[config.mk]
export PLATFORM = sky130hd
export DESIGN_NAME = seg7_scan3
export DESIGN_NICKNAME = d
export VERILOG_FILES = /design/src/rtl/seg7_scan3_pkg.sv /design/src/rtl/seg7_scan3_bcd_to_seg7.sv /design/src/rtl/seg7_scan3.sv
export SDC_FILE = /design/constraint.sdc
export NUM_CORES = 1
export LEC_CHECK = 0
export CAP_MARGIN = 5
export CORE_AREA = 5 5 85 87
export CTS_CLUSTER_SIZE = 10
export DETAILED_ROUTE_END_ITERATION = 8
export DIE_AREA = 0 0 90 92
export HOLD_SLACK_MARGIN = 0.05
export SLEW_MARGIN = 20
export SYNTH_ARGS = -nofsm -noshare
export SYNTH_HDL_FRONTEND = slang
export SYNTH_SLANG_ARGS = --single-unit
[constraint.sdc]
create_clock -name CLK -period 2.6 [get_ports CLK]
set_input_delay 0.52 -clock CLK [delete_from_list [all_inputs] [get_ports CLK]]
set_output_delay 0.52 -clock CLK [all_outputs]
set_load 0.02 [all_outputs]
[src/rtl/seg7_scan3_pkg.sv]
// rtl/seg7_scan3_pkg.sv - shared segment patterns, slot and DP_SEL encodings for seg7_scan3
//
// Holds the seven-segment cathode patterns (active-low, bit order {g,f,e,d,c,b,a}),
// the scan-slot encoding, the decimal-point selector encoding, the latched
// display-word layout and a helper mapping a DP selector to its scan slot.
package seg7_scan3_pkg;

    // Active-low cathode patterns, {g,f,e,d,c,b,a}
    localparam logic [6:0] SEG_DIGIT_0 = 7'b1000000;
    localparam logic [6:0] SEG_DIGIT_1 = 7'b1111001;
    localparam logic [6:0] SEG_DIGIT_2 = 7'b0100100;
    localparam logic [6:0] SEG_DIGIT_3 = 7'b0110000;
    localparam logic [6:0] SEG_DIGIT_4 = 7'b0011001;
    localparam logic [6:0] SEG_DIGIT_5 = 7'b0010010;
    localparam logic [6:0] SEG_DIGIT_6 = 7'b0000010;
    localparam logic [6:0] SEG_DIGIT_7 = 7'b1111000;
    localparam logic [6:0] SEG_DIGIT_8 = 7'b0000000;
    localparam logic [6:0] SEG_DIGIT_9 = 7'b0010000;
    localparam logic [6:0] SEG_DASH    = 7'b0111111;
    localparam logic [6:0] SEG_BLANK   = 7'b1111111;

    // Scan slots; the index doubles as the anode bit number.
    typedef enum logic [1:0] {
        SLOT_ONE  = 2'd0,
        SLOT_TEN  = 2'd1,
        SLOT_HUND = 2'd2,
        SLOT_IDLE = 2'd3
    } slot_t;

    typedef enum logic [1:0] {
        DP_NONE = 2'd0,
        DP_ONE  = 2'd1,
        DP_TEN  = 2'd2,
        DP_HUND = 2'd3
    } dp_sel_t;

    typedef struct packed {
        logic [3:0] hund;
        logic [3:0] ten;
        logic [3:0] one;
        dp_sel_t    dp_sel;
    } disp_t;

    // Slot whose digit carries the decimal point. "None" maps to the idle
    // slot, which is never lit, so no separate enable is needed.
    function automatic slot_t dp_slot(input dp_sel_t sel);
        case (sel)
            DP_ONE:  return SLOT_ONE;
            DP_TEN:  return SLOT_TEN;
            DP_HUND: return SLOT_HUND;
            default: return SLOT_IDLE;
        endcase
    endfunction

endpackage

[src/rtl/seg7_scan3_bcd_to_seg7.sv]
// rtl/seg7_scan3_bcd_to_seg7.sv - combinational BCD digit to active-low seven-segment pattern
//
// Ports:
//   digit  in  4  BCD digit; values 10..15 render as a dash
//   seg    out 7  cathodes {g,f,e,d,c,b,a}, active-low
module seg7_scan3_bcd_to_seg7
    import seg7_scan3_pkg::*;
(
    input  logic [3:0] digit,
    output logic [6:0] seg
);

    always_comb begin
        seg = SEG_DASH;
        case (digit)
            4'd0:    seg = SEG_DIGIT_0;
            4'd1:    seg = SEG_DIGIT_1;
            4'd2:    seg = SEG_DIGIT_2;
            4'd3:    seg = SEG_DIGIT_3;
            4'd4:    seg = SEG_DIGIT_4;
            4'd5:    seg = SEG_DIGIT_5;
            4'd6:    seg = SEG_DIGIT_6;
            4'd7:    seg = SEG_DIGIT_7;
            4'd8:    seg = SEG_DIGIT_8;
            4'd9:    seg = SEG_DIGIT_9;
            default: seg = SEG_DASH;
        endcase
    end

endmodule

[src/rtl/seg7_scan3.sv]
// rtl/seg7_scan3.sv - three-digit BCD scanner for a 4-anode common-anode seven-segment display
//
// Latches hundreds/tens/ones digits into a pending set and promotes them to
// the displayed set only at the frame boundary (slot 3 -> 0), so a frame
// never mixes old and new digits. Each slot opens with GHOST_CYCLES of all
// anodes off; slot 3 is a dark slot that keeps the duty cycle uniform.
// Optional macro SEG7_LZB_EN enables leading-zero blanking.
//
// Parameters:
//   REFRESH_DIV   clock cycles per slot (>= 2); a frame is 4 slots
//   GHOST_CYCLES  dark cycles at the start of each slot (< REFRESH_DIV)
// Ports:
//   CLK        in  1  system clock
//   RESET_N    in  1  asynchronous active-low reset
//   LOAD       in  1  capture strobe for HUND_IN/TEN_IN/ONE_IN/DP_SEL
//   HUND_IN    in  4  hundreds digit
//   TEN_IN     in  4  tens digit
//   ONE_IN     in  4  ones digit
//   DP_SEL     in  2  0 none, 1 after ONE, 2 after TEN, 3 after HUND
//   AN         out 4  anodes, active-low; [0]=ONE [1]=TEN [2]=HUND [3]=unused
//   SEG        out 7  cathodes {g,f,e,d,c,b,a}, active-low
//   DP         out 1  decimal point cathode, active-low
//   FRAME_UPD  out 1  pulse when pending digits become active
module seg7_scan3
    import seg7_scan3_pkg::*;
#(
    parameter int REFRESH_DIV  = 50000,
    parameter int GHOST_CYCLES = 16
) (
    input  logic       CLK,
    input  logic       RESET_N,
    input  logic       LOAD,
    input  logic [3:0] HUND_IN,
    input  logic [3:0] TEN_IN,
    input  logic [3:0] ONE_IN,
    input  logic [1:0] DP_SEL,
    output logic [3:0] AN,
    output logic [6:0] SEG,
    output logic       DP,
    output logic       FRAME_UPD
);

    localparam int PW = (REFRESH_DIV > 1) ? $clog2(REFRESH_DIV) : 1;
    localparam logic [PW-1:0] PRESC_LAST = PW'(REFRESH_DIV - 1);
    localparam logic [PW-1:0] GHOST_END  = PW'(GHOST_CYCLES);

    logic [PW-1:0] presc;
    slot_t         slot;
    disp_t         active;
    disp_t         pending;
    logic          pend_valid;

    logic          presc_wrap;
    logic          frame_boundary;
    logic          lit;
    logic          blank;
    logic [3:0]    cur_digit;
    logic [6:0]    dec_seg;
    logic [3:0]    an_next;
    logic [6:0]    seg_next;
    logic          dp_next;

    assign presc_wrap     = (presc == PRESC_LAST);
    assign frame_boundary = presc_wrap && (slot == SLOT_IDLE);

    // Digit shown in the current slot
    always_comb begin
        cur_digit = active.one;
        case (slot)
            SLOT_ONE:  cur_digit = active.one;
            SLOT_TEN:  cur_digit = active.ten;
            SLOT_HUND: cur_digit = active.hund;
            default:   cur_digit = active.one;
        endcase
    end

    seg7_scan3_bcd_to_seg7 u_dec (
        .digit (cur_digit),
        .seg   (dec_seg)
    );

    // A blanked digit keeps its anode on and just darkens the cathodes.
    always_comb begin
        blank = 1'b0;
`ifdef SEG7_LZB_EN
        case (slot)
            SLOT_HUND: blank = (active.hund == 4'd0) && (active.dp_sel != DP_HUND);
            SLOT_TEN:  blank = (active.hund == 4'd0) && (active.ten == 4'd0)
                               && (active.dp_sel != DP_TEN);
            default:   blank = 1'b0;
        endcase
`else
        blank = 1'b0;
`endif
    end

    always_comb begin
        an_next  = 4'b1111;
        seg_next = SEG_BLANK;
        dp_next  = 1'b1;
        lit      = (slot != SLOT_IDLE) && (presc >= GHOST_END);
        if (lit) begin
            an_next[slot] = 1'b0;
            seg_next      = blank ? SEG_BLANK : dec_seg;
            dp_next       = (dp_slot(active.dp_sel) != slot);
        end
    end

    always_ff @(posedge CLK or negedge RESET_N) begin
        if (!RESET_N) begin
            presc      <= '0;
            slot       <= SLOT_ONE;
            active     <= '0;
            pending    <= '0;
            pend_valid <= 1'b0;
            AN         <= 4'b1111;
            SEG        <= SEG_BLANK;
            DP         <= 1'b1;
            FRAME_UPD  <= 1'b0;
        end else begin
            presc <= presc_wrap ? '0 : presc + PW'(1);
            if (presc_wrap) begin
                slot <= slot_t'(slot + 2'd1);
            end

            // The promotion uses the pending value from before this edge, so a
            // LOAD on the boundary cycle lands in pending for the next frame.
            FRAME_UPD <= frame_boundary && pend_valid;
            if (frame_boundary && pend_valid) begin
                active <= pending;
            end
            if (LOAD) begin
                pending    <= '{hund: HUND_IN, ten: TEN_IN, one: ONE_IN,
                                dp_sel: dp_sel_t'(DP_SEL)};
                pend_valid <= 1'b1;
            end else if (frame_boundary) begin
                pend_valid <= 1'b0;
            end

            AN  <= an_next;
            SEG <= seg_next;
            DP  <= dp_next;
        end
    end

endmodule

## Word-level counts from Yosys, hierarchy flattened

Memories as Yosys holds them, arrays and structs flattened.
Index checks and enable logic that the tools add are counted.

| word-level totals | value |
|---|---|
| output and inout bits | 13 |
| bits in read-only memories | 112 |
| word-level logic and storage cells | 47 |
| input bits | 17 |
| register bits | 60 |
| memories | 1 |

Memory list:

| memory | words | width | read ports | clocked after memory_dff | write ports | RTL line | text |
|---|---|---|---|---|---|---|---|
| (no name shown) | 16 | 7 | 1 | 0 | 0 | seg7_scan3_bcd_to_seg7.sv:15 | `case (digit)` |

| cells by class | value |
|---|---|
| reduce and logical (&&, ||, !) cells | 5 |
| $lt $le $gt $ge | 3 |
| add/sub/neg operators | 2 |
| muxes and demuxes | 11 |
| bitwise logic cells | 1 |
| equality and inequality tests | 9 |

Operators with widths:

| kind | number |
|---|---|
| $add 16x1->16 const B | 1 |
| $eq 16x16->1 const B | 1 |
| $ge 16x5->1 const B | 1 |
| $mux 16 | 1 |
| $eq 2x2->1 const B | 4 |
| $pmux 4 s2 | 1 |
| $mux 7 | 1 |
| $pmux 2 s3 | 1 |
| $eq 2x1->1 const B | 2 |
| $logic_and 1x1->1 | 4 |
| $mux 1 | 4 |
| $mux 4 | 1 |
| $not 4->4 | 1 |
| $lt 2x3->1 const B | 1 |
| $add 2x1->2 const B | 1 |
| $demux 1 s2 | 1 |
| $ge 2x1->1 const B | 1 |
| $mux 2 | 1 |
| $ne 2x2->1 | 1 |
| $ne 2x2->1 const B | 1 |
| $reduce_bool 2->1 | 1 |

## Logic depth before layout (Yosys ltp)

| logic depth | value |
|---|---|
| depth in word-level cells | 6 |
| depth in mapped cells | 9 |
| depth with buffers taken out | 8 |

## Modules after synthesis

A second synthesis with hierarchy kept.

| second synthesis, totals | value |
|---|---|
| cell total of the unflattened synthesis | 235 |
| area, all modules | 2800.2 um2 |

By module, submodules not included:

| module | instances | area an instance (um2) | sequential area each (um2) | cells each |
|---|---|---|---|---|
| seg7_scan3 | 1 | 2595.0 | 1516.5 | 202 |
| seg7_scan3_bcd_to_seg7 | 1 | 205.2 | 0.0 | 33 |

## Worst setup path before layout

OpenSTA, ideal clock, no wires.

| path | value |
|---|---|
| path type | register -> register |
| from | reg slot[0] |
| to | reg SEG[4] |
| data required time | 2521 ps |
| stages on the path, launching flop included | 10 |
| slack | 655 ps |
| path buffers | 1 |
| arrival time | 1867 ps |
| library setup time | 79 ps |
| clock period less this slack | 1945 ps |
| path through | dfrtp_1 > inv_1 > ha_1 > buf_2 > nor2_1 > a21oi_1 > inv_1 > ha_1 > and3_1 > o21ai_0 |

| on the way | value |
|---|---|
| longest elaborated chain between the ends | 4 |
| elaborated cells between the ends (all ways) | 7 |
| those cells by class | 3 x eq/ne; 2 x mux; 1 x reduce/logical; 1 x memory |

RTL lines:

| what | RTL line | text |
|---|---|---|
| start: declaration | seg7_scan3.sv:48 | `slot_t slot;` |
| start signal: assignment | seg7_scan3.sv:123 | `slot <= slot_t'(slot + 2'd1);` |
| $eq 2x2->1 or $eq 2x1->1 (tied branches) | seg7_scan3.sv:69 | `case (slot)` |
| $pmux 4 s2 | seg7_scan3.sv:69 |  |
| $mem_v2 16x7 | -- |  |
| $mux 7 * | seg7_scan3.sv:102 | `if (lit) begin` |
| net seg_next[4] | seg7_scan3.sv:60 | `logic [6:0] seg_next;` |
| end signal: assignment | seg7_scan3.sv:141 | `SEG <= seg_next;` |
| end: declaration | seg7_scan3.sv:38 | `output logic [6:0] SEG,` |

Mark *: on every way through the listed nets, which the timed path passes. The rest lies on a longest branch.
A chain may end at the register's enable or synchronous reset.

## Worst setup path in the final report

| path | value |
|---|---|
| from | reg slot[1] |
| to | reg SEG[4] |

Same word-level chain as after synthesis.

==> metrics.txt <==
final WL=4840 um; Die X=90 um; drt pass-1 iters=4; largest net degree at the start of global routing=61; Max Slew Vio Count=0; Total Routing Usage GR=12.3%; Post-synth ARST share=100%; CP arrival=2.49 ns; synth-to-layout area growth=21.2%; syn_nets=252; HPWL after DPL=3320 um; critical path launch point type=register; initial core utilization=44.2%; fin util=53.6%; DP Cell Count=325; initial antenna violation count=0; worst hold-check slack=0.182 ns; static leakage=0.00150 uW; global-route wire length before repair=8260 um; RD Place Congestion=0.770; First DRT Iteration DRCs=96; FMAX=0.449 GHz; Non-Filler Instances=341; HP Class=in2async; Core ar.=6280 sq um; most common cell after layout, fill and taps aside=dfrtp_1; clock period minus worst slack=2.23 ns; DRT antenna net count=0; CTS Hold Bufs=0; number of distinct library cells after synthesis=39; number of port buffers=29; grt ovf=0; Cells after Synth=224; status=complete, no violations; FP Rows=29; MaxCap Viol Count=0; Synth Warn #=0; mean area per synthesized cell=12.4 sq um; Post-DP Area=3140 sq um; residual DRC count=0; Die ar.=8280 sq um; Max VDD drop=0.380 mV; share of layout cells above drive strength 1=25.0%; diode count=0; Worst Tran Pin Value=0.657 ns; H-tree depth=3; Mapped Area=2780 sq um; fin crit share=85.6%; Root Driver=clkbuf_8; nets=287; crit end category=register; Post-CTS Setup Repair Bufs=0; worst-path fanout max=11; CTS Buf Count=9; via count=1725; via/cell ratio=5.06; post-CTS resize count=0; clock skew=0.0101 ns; final setup fails=0; Clock Pin Slew Worst Setup and Hold Paths=0.08 ns; Final Hold Viols=0; Setup TNS Final=0 ns; Slew HR=56.1%; insertion delay to the later sink of the worst-skew pair=0.34 ns; CTS Sinks=60; EDFF count, synth=0; kind of critical path=reg2reg; clock tree buffer depth=2; synthesized flop and latch total=60; unrepaired setup endpoints after global routing=no; register area share after synthesis=54.6%; wire per inst=14.2 um; Power Dens Cells=589 nW/um^2; Worst R2R Path Depth=8; RR Startpoint=slot[1]$_DFFE_PN0N_; Worst EP required=2.86 ns; vias in the first global route=1740; IO Count=30; Chip Height=92 um; most frequent cells in the layout=dfrtp_1 (48), clkdlybuf4s50_1 (28), mux2_2 (19); CTS tree=done; Critical Path Start=slot[1]$_DFFE_PN0N_; final design instance area without fill=3360 sq um; Synth Flop Type=dfrtp_1
-- cell usage after synthesis (2+ instances only) --
| cell | n | area, sq um |
|---|---|---|
| nor4_1 | 2 | 12.5 |
| a21o_1 | 5 | 37.5 |
| a211oi_1 | 2 | 15.0 |
| mux2_4 | 10 | 150 |
| mux2_2 | 19 | 214 |
| ha_1 | 11 | 138 |
| nand3_1 | 16 | 80.1 |
| dfrtp_1 | 48 | 1200 |
| dfstp_2 | 12 | 315 |
| a21oi_1 | 6 | 30.0 |
| a21boi_0 | 2 | 15.0 |
| nor3_1 | 4 | 20.0 |
| clkbuf_1 | 2 | 7.51 |
| nand4_1 | 5 | 31.3 |
| buf_2 | 3 | 15.0 |
| buf_6 | 2 | 22.5 |
| xor2_1 | 9 | 78.8 |
| and3_1 | 3 | 18.8 |
| nand2_1 | 7 | 26.3 |
| nor2_1 | 16 | 60.1 |
| inv_1 | 10 | 37.5 |
| a22oi_1 | 5 | 37.5 |
| o21ai_0 | 4 | 20.0 |
| xnor2_1 | 6 | 52.6 |
-- layout make-up --
type | instances | area [sq um]
timing repair buffer | 31 | 313
clock buffer | 9 | 124
multi-input combinational | 147 | 1180
clock inverter | 7 | 100
fill | 568 | 2910
inverter | 10 | 37.5
tap | 77 | 96.3
sequential | 60 | 1520
-- stage by stage --
step           total power (uW)  setup slack [ns]
3_5_place_dp               1060             0.395
6_report                   1980             0.373
3_3_place_gp               1060             0.477
5_1_grt                    2070             0.127
4_1_cts                    2020             0.372
2_1_floorplan              1010             0.655
-- kinds of logic after synthesis --
group | synth area share [%]
buffers and inverters | 2.97
multiplexers | 13.1
adder cells (fa/ha/maj) | 4.96
XOR/XNOR | 4.73
flip-flops | 54.6
AND/OR/NAND/NOR | 12.7
AO/OA/AOI/OAI | 6.76
other | 0.135
-- power by group --
part | leakage, uW | internal (uW) | switching [uW]
combinational | 0.000650 | 44.3 | 30.3
clock | 0.000102 | 544 | 397
sequential | 0.000744 | 957 | 11.4
-- worst paths after layout --
| path | end | slack, ns |
|---|---|---|
| min in group CLK | active[11]$_DFFE_PN0P_ | 0.50 |
| hold reg to reg | active[11]$_DFFE_PN0P_ | 0.50 |
| hold / removal | presc[0]$_DFF_PN0_ | 0.18 |
| setup reg to reg | SEG[4]$_DFF_PN1_ | 0.37 |
| setup / recovery | SEG[4]$_DFF_PN1_ | 0.37 |
| max in group asynchronous | SEG[6]$_DFF_PN1_ | 2.12 |
-- per-layer routing --
| layer | part of all wire, % | up-vias | GRT usage (%) |
|---|---|---|---|
| met3 | 4.2 | 8 | 4.17 |
| met2 | 43 | 30 | 17.7 |
| met1 | 51 | 832 | 16.7 |
| met5 | 0 | - | 0 |
| met4 | 1.9 | 0 | 5.96 |
| li1 | - | 855 | - |
-- critical path: stages (launching register included) --
cell and delay, ns:
dfrtp_1 0.42, inv_1 0.09, ha_1 0.46, nor2_1 0.08
a21oi_1 0.44, inv_1 0.13, ha_1 0.23, and3_1 0.14
o21ai_0 0.16
-- flip-flops by register name, summed over array words and instances (netlist names) --
register,count
active,14
pend_valid,1
presc,16
SEG,7
FRAME_UPD,1
pending,14
slot,2
DP,1
AN,4
No activity file was read; power rests on OpenSTA's default activity.
